## src/rtl/fetch_pkg.sv

```systemverilog
// Shared pipeline types for the fetch stage: the D register layout, fetch FSM
// states and the reset fetch address.
package fetch_pkg;

    localparam logic [31:0] FETCH_RESET_PC = 32'hbfc0_0000;

    typedef struct packed {
        logic [31:0] pc;
        logic [31:0] imp;
    } D_type;

    typedef enum logic [1:0] {
        S_REQ  = 2'd0,
        S_WAIT = 2'd1,
        S_HOLD = 2'd2
    } fetch_state_t;

endpackage

```

## src/rtl/fetch.sv

```systemverilog
// Instruction fetch stage: one outstanding ibus request, a one-word holding
// buffer for stalls, and MIPS delay-slot redirect handling into the D register.
module fetch
    import fetch_pkg::*;
#(
    parameter logic [31:0] RESET_PC = FETCH_RESET_PC
) (
    input  logic        clk,
    input  logic        reset,
    output logic        ireq_valid,
    output logic [31:0] ireq_addr,
    input  logic        iresp_addr_ok,
    input  logic        iresp_data_ok,
    input  logic [31:0] iresp_data,
    input  logic        stall,
    input  logic        ifj,
    input  logic [31:0] pc_decode,
    output logic        d_valid,
    output logic [31:0] d_pc,
    output logic [31:0] d_imp
);

    fetch_state_t r_state;
    logic [31:0]  r_f_pc;
    D_type        r_buf;
    logic         r_redir_pend;
    logic [31:0]  r_redir_pc;
    logic         r_d_valid;
    D_type        r_d;

    logic         w_resp;
    logic         w_deliver;
    logic         w_taken;
    D_type        w_del;
    logic [31:0]  w_next_pc;

    // A word arrives either on the accepting cycle (zero-wait) or later in S_WAIT.
    assign w_resp    = ((r_state == S_REQ) && iresp_addr_ok && iresp_data_ok) ||
                       ((r_state == S_WAIT) && iresp_data_ok);
    assign w_deliver = !stall && (w_resp || (r_state == S_HOLD));
    assign w_del     = (r_state == S_HOLD) ? r_buf : '{pc: r_f_pc, imp: iresp_data};
    assign w_taken   = ifj && r_d_valid && !stall;

    // A same-cycle redirect wins: the word delivered now is the delay slot.
    assign w_next_pc = w_taken      ? pc_decode  :
                       r_redir_pend ? r_redir_pc :
                                      w_del.pc + 32'd4;

    always_ff @(posedge clk) begin
        if (reset) begin
            r_state      <= S_REQ;
            r_f_pc       <= RESET_PC;
            r_buf        <= '0;
            r_redir_pend <= 1'b0;
            r_redir_pc   <= '0;
            r_d_valid    <= 1'b0;
            r_d          <= '0;
        end else begin
            case (r_state)
                S_REQ: begin
                    if (iresp_addr_ok) begin
                        if (iresp_data_ok)
                            r_state <= stall ? S_HOLD : S_REQ;
                        else
                            r_state <= S_WAIT;
                    end
                end
                S_WAIT: begin
                    if (iresp_data_ok)
                        r_state <= stall ? S_HOLD : S_REQ;
                end
                S_HOLD: begin
                    if (!stall)
                        r_state <= S_REQ;
                end
                default: r_state <= S_REQ;
            endcase

            if (w_resp && stall)
                r_buf <= '{pc: r_f_pc, imp: iresp_data};

            if (w_deliver) begin
                r_f_pc       <= w_next_pc;
                r_redir_pend <= 1'b0;
            end else if (w_taken) begin
                r_redir_pend <= 1'b1;
                r_redir_pc   <= pc_decode;
            end

            if (!stall) begin
                r_d_valid <= w_deliver;
                r_d       <= w_deliver ? w_del : '0;
            end
        end
    end

    assign ireq_valid = (r_state == S_REQ);
    assign ireq_addr  = r_f_pc;
    assign d_valid    = r_d_valid;
    assign d_pc       = r_d.pc;
    assign d_imp      = r_d.imp;

endmodule

```

## config.mk

```make
export PLATFORM = sky130hd
export DESIGN_NAME = fetch
export DESIGN_NICKNAME = d
export VERILOG_FILES = /design/src/rtl/fetch_pkg.sv /design/src/rtl/fetch.sv
export SDC_FILE = /design/constraint.sdc
export NUM_CORES = 1
export LEC_CHECK = 0
export BUFFER_PORTS_ARGS = -buffer_cell sky130_fd_sc_hd__buf_2
export CAP_MARGIN = 10
export CORE_MARGIN = 1.5
export CORE_UTILIZATION = 40
export CTS_CLUSTER_SIZE = 30
export DETAILED_ROUTE_END_ITERATION = 10
export PLACE_DENSITY = 0.64
export SYNTH_ARGS = -nofsm -noshare
export SYNTH_HDL_FRONTEND = slang
export SYNTH_SLANG_ARGS = --single-unit
```

## constraint.sdc

```tcl
create_clock -name clk -period 3.2 [get_ports clk]
set_clock_uncertainty 0.05 [all_clocks]
set_input_delay 0.32 -clock clk [delete_from_list [all_inputs] [get_ports clk]]
set_output_delay 0.32 -clock clk [all_outputs]
set_load 0.05 [all_outputs]
```

# After elaboration in Yosys (flattened, before gate mapping)

Cells that the tools add are included.

Input bits: 70
Output and inout port bits: 98
Bits in registers: 196
Word-level logic and storage cells: 40

Bitwise logic cells: 1
Equal/unequal tests: 5
Add/subtract/negate cells: 1
Multiplexer cells: 10
Reduce and logical (&&, ||, !) cells: 14

Operators with widths:

| cell                                          | number |
|---|---|
| two-way mux 64 bit                            | 2 |
| two-way mux 32 bit                            | 2 |
| adder 32 x 3 -> 32 bit, second input constant | 1 |
| two-way mux 2 bit                             | 5 |
| logical AND 1 bit                             | 7 |
| case mux 2 bit (3 select lines)               | 1 |
| != test 2 bit, second input constant          | 2 |
| AND reduction 3 bit                           | 1 |
| == test 2 x 1 -> 1 bit, second input constant | 1 |
| == test 2 bit, second input constant          | 1 |
| logical NOT 2 bit                             | 1 |
| logical OR 1 bit                              | 2 |
| != test 2 x 1 -> 1 bit, second input constant | 1 |
| AND reduction 2 bit                           | 1 |
| OR reduction 2 bit                            | 1 |
| logical NOT 1 bit                             | 1 |
| NOT 1 bit                                     | 1 |

# Depth between registers and ports, before layout

Word-level depth: 8
Gate-level depth with buffers: 14
Gate-level depth less buffers: 10

# Worst setup path after synthesis

OpenSTA, ideal clock, no wires.

Path type: reg-to-reg
Start point: register r_state[1]
End point: register r_f_pc[20] (netlist: ireq_addr[20])
Cell stages (with the launch flop): 15
Setup time: 58 ps
Slack: -128 ps
Data arrival time: 3220 ps
Period minus slack after synthesis: 3328 ps
Cell sequence: dfxtp_1 -> nor2b_1 -> buf_2 -> buf_2 -> buf_2 -> buf_1 -> nand2_1 -> nand2_1 -> ha_1 -> nand2_1 -> mux2i_1 -> o211ai_1 -> or4_1 -> a21oi_1 -> o21a_1

Longest elaborated chain between the ends: 6

Ends and longest elaborated chain:

| what                                                                           | RTL line    | source |
|---|---|---|
| start: declaration                                                             | fetch.sv:23 | `fetch_state_t r_state;` |
| start signal: assignment                                                       | fetch.sv:63 | `r_state <= stall ? S_HOLD : S_REQ;` |
| start signal: assignment                                                       | fetch.sv:70 | `r_state <= stall ? S_HOLD : S_REQ;` |
| parallel branches: the longest is 6 deep, another holds adder 32 x 3 -> 32 bit | --          |  |
| end signal: assignment                                                         | fetch.sv:83 | `r_f_pc <= w_next_pc;` |
| end: declaration                                                               | fetch.sv:24 | `logic [31:0] r_f_pc;` |

Several ways; the timed one is not identified.
A chain may end at the register's enable or synchronous reset.

# Final worst setup path

Start point: register r_state[1]
End point: register r_f_pc[29] (netlist: ireq_addr[29])

The elaborated chain is that of the path after synthesis.

==> results.cfg <==
[floorplan]
die_area_mm2 = 0.0228
start_util_pct = 41.3
io_pins = 168
rows = 53
die_width_um = 151
design.core.area_mm2 = 0.0212
die_h_um = 151

[cts]
cts_tree = yes
numCtsBuffers = 17
cts-resized-gates = 0
clock-sinks = 196
clockBufferDepth = 2
clk_latency_ps = 440
htree_levels = 4
clk_pin_slew_worst_paths_ps = 80
root_buffer = clkbuf_16

[power_and_ir_drop]
comb_power_share_pct = 12.2
power_frac_clock_pct = 40.7
p_sw_mw = 1.68
finalPower_mw = 5.47
max-vdd-ir-drop_mv = 0.371
switching_share_pct = 30.7
pwr_density_cell_mw_per_mm2 = 517
pwr-share-seq_pct = 47.1
power.internal_mw = 3.79
total_leakage_power_nw = 4.33

[grt]
grt_max_degree = 60
antenna_found_initial = 3
grt_pass1_vias = 7670
grt_pass1_wl_um = 42800
grt_usage_pct = 24.4
overflow = 0

[yosys]
synthTopCellsByCount = nand2_1 (318), dfxtp_1 (196), a21oi_1 (108)
synth.area.mux_share_pct = 9.43
yosys.area_share.simple_pct = 22.3
yosysMostFrequentCell = nand2_1
ys.flop_type = dfxtp_1
ys_types = 64
synth_largest_area_cell = dfxtp_1
synth_area_mm2 = 0.00875
synth_top_family_by_area = simple AND/OR/NAND/NOR gates
synth_top_area_share_pct = 44.8
synth-xor-area-share_pct = 1.30
synth_area_leaders = dfxtp_1 (45%), nand2_1 (14%), mux2i_1 (8.2%)
synth_area_per_cell_um2 = 8.08
synth_compound_area_share_pct = 18.1
synth_adder_area_share_pct = 0.143
synthCells = 1084
synth_fp_nets = 1155
async_flop_share_pct = 0
ys_warn_count = 0
synth_seq_area_share_pct = 44.8
synth_edf_count = 0
ys_seq_elements = 196

[sta]
holdWs_ps = 57.3
drv_slew = 0
min_period_ps = 3030
setup_tns_ps = 0
fin_crit_sh_pct = 94.6
max_freq_mhz = 330
worst_pin_slew_ps = 1000
setup_viol = 0
rsz0062_at_grt = no
hold_viol = 0
relSlewSlack_pct = 33.0
setup_ws_ps = 172

[finish]
drive_above_1_share_pct = 21.2
nNetsFinal = 1298
fin_util_pct = 49.9
layout.cells.non_filler = 1516
area_delta_synth_final_pct = 20.9
stdcell_area_mm2 = 0.0106

[placement]
port_buffers = 167
hpwl_um = 19100
dp.cells = 1480
place_congestion = 0.858
place_area_mm2 = 0.00994
pre_cts_slack_ps = 236

[worst_setup_path]
start_kind = register
worstPathArrival_ps = 3370
crit_fanout = 23
crit_type = reg2reg
end_kind = register
cp.required_ps = 3540

[routing]
via_per_inst = 5.52
wl_um = 27500
final_antenna_net_count = 0
met3WireLength_um = 2020
met2_length_um = 12700
wl_per_cell_um = 18.1
drc = 0
drtIter0Drc = 607
top_layer = met5
dr_total_vias = 8362
dr.pass1.iters = 5
wl_met1_um = 12200

[job]
max_cap_violations = 0

[run_status]
status = finished clean

[min_path]
hold_path_class = in2reg
## area by class of cell
class,instances,area [um^2]
antenna,1,2.50
clock inverter,15,194
multi-input combinational,804,4520
sequential,196,3920
clock buffer,17,425
inverter,2,7.51
timing repair buffer,206,1170
fill,2061,10600
tap,275,344
## worst max-delay path: stages (launching register included)
cell and delay, ps:
dfxtp_1 540, nor2b_4 380, buf_4 200, mux2i_1 100
or4_4 710, nor4_4 500, or3b_1 400, nand3_1 90
## repair_timing
item	CTS	global route
buffers inserted	0	3
endpoints found under the setup margin	0	2
hold buffers	0	0
## layer usage
metal / up-vias / GRT usage [%]
li1: 4069 / -
met1: 3947 / 33.8
met2: 307 / 37.9
met3: 37 / 5.63
met4: 2 / 6.70
met5: - / 0
## registers in the layout, indices dropped and copies added, names as in the netlist
register and flops:
d_imp 32, d_pc 32, d_valid 1, ireq_addr 32
r_buf 64, r_redir_pc 32, r_redir_pend 1, r_state 2
## cell usage in the layout (no fill, tap or decap), drive strengths merged, types with 17 or more instances in the layout
cell / Yosys / final
nor2: 36 / 36
buf: 19 / 206
nor3: 18 / 18
nor4: 18 / 18
a21oi: 108 / 108
dfxtp: 196 / 196
clkbuf: 63 / 17
nand2: 318 / 318
mux2i: 72 / 72
o21ai: 76 / 76
## path summary, 6_finish.rpt
path,startpoint,end,slack (ps),cells past startpoint
setup / recovery,r_state[1]$_SDFFE_PP0P_,ireq_addr[29]$_SDFFE_PP1P_,170,7
hold / removal,iresp_data_ok,r_state[0]$_SDFFE_PP0P_,60,2
setup reg to reg,r_state[1]$_SDFFE_PP0P_,ireq_addr[29]$_SDFFE_PP1P_,170,7
hold reg to reg,d_pc[16]$_SDFFE_PP0N_,d_pc[16]$_SDFFE_PP0N_,400,2
## kinds of logic after synthesis
family          after synthesis
compound gates              262
xor+xnor                     13
fa+ha+maj                     1
buf+inv                      84
flops                       196
mux                          81
simple gates                447
## power by group through the flow
stage               sequential, mW  combinational [mW]  clock (mW)
finish                        2.58               0.665        2.23
CTS                           2.58               0.664        2.26
floorplan                     2.77               0.288           0
global route                  2.59               0.711        2.37
global placement              2.63               0.656           0
detailed placement            2.63               0.663           0
Note: power is estimated with default switching activity, not from simulation.
